**config.mk**
```make
export PLATFORM = sky130hd
export DESIGN_NAME = twos_to_signmag_serial_flat
export DESIGN_NICKNAME = d
export VERILOG_FILES = /design/src/rtl/twos_to_signmag_serial_if.sv /design/src/rtl/twos_to_signmag_serial.sv /design/src/flat_wrapper.sv
export SDC_FILE = /design/constraint.sdc
export NUM_CORES = 1
export LEC_CHECK = 0
export ABC_AREA = 1
export BUFFER_PORTS_ARGS = -buffer_cell sky130_fd_sc_hd__clkbuf_2
export CAP_MARGIN = 20
export CELL_PAD_IN_SITES_DETAIL_PLACEMENT = 1
export CELL_PAD_IN_SITES_GLOBAL_PLACEMENT = 2
export CORE_UTILIZATION = 33
export CTS_CLUSTER_DIAMETER = 80
export DETAILED_ROUTE_END_ITERATION = 10
export PLACE_DENSITY = 0.78
export RECOVER_POWER = 100
export SYNTH_ARGS = -nofsm -noshare
export SYNTH_HDL_FRONTEND = slang
export SYNTH_SLANG_ARGS = --single-unit
```
**constraint.sdc**
```tcl
create_clock -name clk -period 2.5 [get_ports clk]
set_clock_uncertainty 0.15 [all_clocks]
set_input_delay 0.5 -clock clk [delete_from_list [all_inputs] [get_ports clk]]
set_output_delay 0.5 -clock clk [all_outputs]
set_load 0.02 [all_outputs]
```
**src/rtl/twos_to_signmag_serial_if.sv**
```systemverilog
// Handshake bundle for the serial two's-complement to sign-magnitude converter.
// The slave modport faces the converter and the master modport faces the source/consumer.
interface twos_to_signmag_serial_if #(
  parameter int N = 5
);
  logic         in_valid;
  logic         in_ready;
  logic [N-1:0] in_data;
  logic         out_valid;
  logic         out_ready;
  logic         out_sign;
  logic [N-1:0] out_mag;

  modport slave (
    input  in_valid, in_data, out_ready,
    output in_ready, out_valid, out_sign, out_mag
  );

  modport master (
    output in_valid, in_data, out_ready,
    input  in_ready, out_valid, out_sign, out_mag
  );
endinterface

```
**src/rtl/twos_to_signmag_serial.sv**
```systemverilog
// Bit-serial two's-complement to sign-magnitude converter, LSB first, one word in flight.
// Negative words use copy-until-first-one-then-invert; positive words pass through unchanged.
module twos_to_signmag_serial #(
  parameter int N = 5
) (
  input  logic                     clk,
  input  logic                     rst_n,
  twos_to_signmag_serial_if.slave  io_bus
);

  localparam int CW = (N > 2) ? $clog2(N) : 1;

  localparam logic [1:0] S_IDLE  = 2'd0;
  localparam logic [1:0] S_SHIFT = 2'd1;
  localparam logic [1:0] S_DONE  = 2'd2;

  logic [1:0]    r_state;
  logic [CW-1:0] r_cnt;
  logic [N-1:0]  r_sr;
  logic [N-1:0]  r_mag;
  logic          r_sign;
  logic          r_seen;
  logic          r_out_valid;

  logic          w_in_ready;
  logic          w_accept;
  logic          w_ob;
  logic          w_last;

  // Ready is combinational so a waiting word can be taken on the DONE cycle itself.
  always_comb begin
    w_in_ready = 1'b0;
    case (r_state)
      S_IDLE:  w_in_ready = 1'b1;
      S_DONE:  w_in_ready = io_bus.out_ready;
      default: w_in_ready = 1'b0;
    endcase
  end

  // Output bit for this shift: invert only after the first one of a negative word.
  always_comb begin
    w_ob = r_sr[0];
    if (r_sign && r_seen) begin
      w_ob = ~r_sr[0];
    end else begin
      w_ob = r_sr[0];
    end
  end

  assign w_accept = io_bus.in_valid & w_in_ready;
  assign w_last   = (r_cnt == CW'(N - 1));

  // Sequencer and datapath registers.
  always_ff @(posedge clk or negedge rst_n) begin
    if (!rst_n) begin
      r_state     <= S_IDLE;
      r_cnt       <= {CW{1'b0}};
      r_sr        <= {N{1'b0}};
      r_mag       <= {N{1'b0}};
      r_sign      <= 1'b0;
      r_seen      <= 1'b0;
      r_out_valid <= 1'b0;
    end else if (w_accept) begin
      r_sr        <= io_bus.in_data;
      r_sign      <= io_bus.in_data[N-1];
      r_seen      <= 1'b0;
      r_cnt       <= {CW{1'b0}};
      r_out_valid <= 1'b0;
      r_state     <= S_SHIFT;
    end else begin
      case (r_state)
        S_IDLE: begin
          r_out_valid <= 1'b0;
        end
        S_SHIFT: begin
          r_mag  <= {w_ob, r_mag[N-1:1]};
          r_sr   <= {1'b0, r_sr[N-1:1]};
          r_seen <= r_seen | (r_sign & r_sr[0]);
          r_cnt  <= r_cnt + CW'(1);
          if (w_last) begin
            r_state     <= S_DONE;
            r_out_valid <= 1'b1;
          end
        end
        S_DONE: begin
          // Accept with a waiting word is covered above; here the consumer may release to IDLE.
          if (io_bus.out_ready) begin
            r_out_valid <= 1'b0;
            r_state     <= S_IDLE;
          end
        end
        default: begin
          r_state     <= S_IDLE;
          r_out_valid <= 1'b0;
        end
      endcase
    end
  end

  assign io_bus.in_ready  = w_in_ready;
  assign io_bus.out_valid = r_out_valid;
  assign io_bus.out_sign  = r_sign;
  assign io_bus.out_mag   = r_mag;

endmodule
```
**src/flat_wrapper.sv**
```systemverilog
// flat-port wrapper written by rule: the top's interface ports become plain ports
module twos_to_signmag_serial_flat 
#(
  parameter int N = 5
)
  (clk, rst_n, io_bus_in_valid, io_bus_in_data, io_bus_out_ready, io_bus_in_ready, io_bus_out_valid, io_bus_out_sign, io_bus_out_mag);
  twos_to_signmag_serial_if #(.N(N)) io_bus_i ();
  input  logic clk;
  input  logic rst_n;
  input wire logic [$bits(io_bus_i.in_valid)-1:0] io_bus_in_valid;
  input wire logic [$bits(io_bus_i.in_data)-1:0] io_bus_in_data;
  input wire logic [$bits(io_bus_i.out_ready)-1:0] io_bus_out_ready;
  output wire logic [$bits(io_bus_i.in_ready)-1:0] io_bus_in_ready;
  output wire logic [$bits(io_bus_i.out_valid)-1:0] io_bus_out_valid;
  output wire logic [$bits(io_bus_i.out_sign)-1:0] io_bus_out_sign;
  output wire logic [$bits(io_bus_i.out_mag)-1:0] io_bus_out_mag;
  assign io_bus_i.in_valid = io_bus_in_valid;
  assign io_bus_i.in_data = io_bus_in_data;
  assign io_bus_i.out_ready = io_bus_out_ready;
  assign io_bus_in_ready = io_bus_i.in_ready;
  assign io_bus_out_valid = io_bus_i.out_valid;
  assign io_bus_out_sign = io_bus_i.out_sign;
  assign io_bus_out_mag = io_bus_i.out_mag;
  twos_to_signmag_serial #(.N(N)) u_core (.clk(clk), .rst_n(rst_n), .io_bus(io_bus_i));
endmodule
```
==> results.ini <==
[yosys]
ys_top_cells_by_area=dfrtp_1, nand2_1, inv_1
synth_cell_types=21
synthCells=105
ys_seq_area_frac=0.509
netlist.area_leader.share=0.509
synth_nets=116
yosysTopAreaCell=dfrtp_1
synth.ff_latch_count=18
syn_avg_cell_area_sq_um=8.42
yosysWarnings=0
syn_area_sq_um=885

[finish]
syn_to_final_growth_pct=11.5
design_area_sq_um=986
final_common_cell=nand2_1
n_antenna_cell=0
final_nets=135
drive_above_1_share=0.130
final_cell_mix=nand2_1, dfrtp_1, inv_1, clkbuf_1

[timing]
slew_headroom=0.337
period_share=0.746
tightestPinTransition_ns=0.995
finalSetupViolCount=0
hold_viol_final=0
final.setup.tns_ns=0
rsz0062_at_grt=false
fin_crit_ns=1.86
fmax_mhz=536
drv_slew=0

[detailed_routing]
wl_met1_um=876
vias=718
detail-route-antenna-nets=0
drc_errors=0
route.met3.wl_um=36
routedWlPerCell_um=12.3
viasPerCell=4.69
dr.max_layer_used=met4
wl_met2_um=934
routed_wl_um=1890
dr.pass1.iters=2
drt_iter0_markers=4

[run]
drv_cap=0

[place]
io_buffers=16
gp_congestion=0.672
placed_area_sq_um=971
hpwl_um=1350

[setup_path]
arrival_ns=1.21
cp.required_ns=1.85
start_kind=register
reg2reg_depth=7
r2r_end=u_core.r_cnt[2]
timing_worst_setup_path_type=register to output port
r2r_setup_slack_ns=0.90
timing.rr.start=u_core.r_state[1]
critPathCaptureType=output port
crit_path_max_fanout=6

[die]
die-width_um=53.8
die_height_um=53.8
core_region_area_sq_um=2500
row_count=18
initial_core_util=0.354
die_area_sq_um=2890
ios=17

[global_route]
grt_antenna_before_repair=0
grt_max_degree=19
grt_first_pass_wirelength_um=3310
grt-ovfl-total=0
grt_use_total=0.165
grt_pass1_vias=801

[power_and_ir_drop]
power.leakage_nw=0.541
ir_worst_vdd_mv=0.428
power.density_nw_per_um2=1280

[min_path]
whs_path_depth=3
min_path_type=input port to register
hold_path_startpoint=io_bus_in_data[4]
holdPathEnd=u_core.r_sr[4]

[clock_tree]
cts-resized-gates=0
h-tree-depth=1
cts_sinks=18
cts_buffers=3
cts_root_buf=clkbuf_4
clk_latency_ns=0.30
cts_tree=done
clk_pin_slew_ns=0.11
clk_path_buf_depth=2

[run_status]
status=completed

through the flow:
step | hold WS (ns) | std cells | total power [mW] | util | setup WS [ns]
after detailed placement | 0.317 | 148 | 1.14 | 0.388 | 0.811
after global placement | 0.303 | 148 | 1.10 | 0.388 | 0.839
final | 0.292 | 153 | 1.26 | 0.394 | 0.636
after global routing | 0.291 | 153 | 1.40 | 0.394 | 0.522
after floorplan | 0.0544 | 105 | 0.997 | - | 0.892
after CTS | 0.292 | 153 | 1.33 | 0.407 | 0.668
synthesized netlist by cell type:
library cell / n
buf_8: 1
dfrtp_1: 18
o21ai_1: 2
nand3_2: 2
a21oi_2: 1
inv_2: 1
nand4_1: 4
nor2_2: 1
o21ai_0: 3
nand2_1: 37
nor2_1: 4
nand2_2: 3
o21ai_2: 1
buf_6: 1
nor3_2: 1
buf_2: 1
inv_1: 14
xor2_1: 1
inv_4: 1
ha_1: 2
nand3_1: 6
area by class of cell:
type / instances / area [sq um]
fillers: 315 / 1510
flip-flops and latches: 18 / 450
multi-input cells: 68 / 320
repair buffers: 17 / 78.8
inverters: 16 / 62.6
well taps: 30 / 37.5
clock buffers: 4 / 36.3
sequential cells by signal, indices dropped and copies added, names as in the netlist:
name,count
u_core.io_bus.out_mag,5
u_core.io_bus.out_sign,1
u_core.r_cnt,3
u_core.r_seen,1
u_core.r_sr,5
u_core.io_bus.out_valid,1
u_core.r_state,2
routing by layer:
layer	track usage	vias to the layer above
li1	-	361
met1	0.190	344
met2	0.282	8
met3	0.0339	5
met4	0.0921	0
met5	0	-
report_power, final:
| group | switching, mW | internal, mW |
|---|---|---|
| registers | 0.0919 | 0.426 |
| logic | 0.388 | 0.168 |
| clock network | 0.0970 | 0.0888 |
| total | 0.577 | 0.684 |
cells by family after synthesis:
kind of cell / count (synthesis) / synth area share
simple gates: 58 / 0.298
buf+inv: 19 / 0.106
flops: 18 / 0.509
compound gates: 7 / 0.0481
fa+ha+maj: 2 / 0.0283
xor+xnor: 1 / 0.00990
worst max-delay path: stages (launching register included):
cell and delay [ns]:
dfrtp_1 0.42, nand2_2 0.12, inv_1 0.07, nor2_1 0.08, clkbuf_1 0.23
worst max path at each step:
stage / cells past startpoint / start / slack (ns) / to
after CTS: 4 / u_core.r_state[1] / 0.67 / io_bus_in_ready
after floorplan: 4 / io_bus_out_ready / 0.89 / io_bus_in_ready
after global placement: 6 / io_bus_out_ready / 0.84 / io_bus_in_ready
after detailed placement: 6 / io_bus_out_ready / 0.81 / io_bus_in_ready
after global routing: 4 / u_core.r_state[1] / 0.52 / io_bus_in_ready
final: 4 / u_core.r_state[1] / 0.64 / io_bus_in_ready
repair_timing:
action / CTS / global route
hold endpoints to repair: 18 / 0
setup buffers: 0 / 0
hold buffers: 1 / 0
Power figures use the tool's default switching activity.
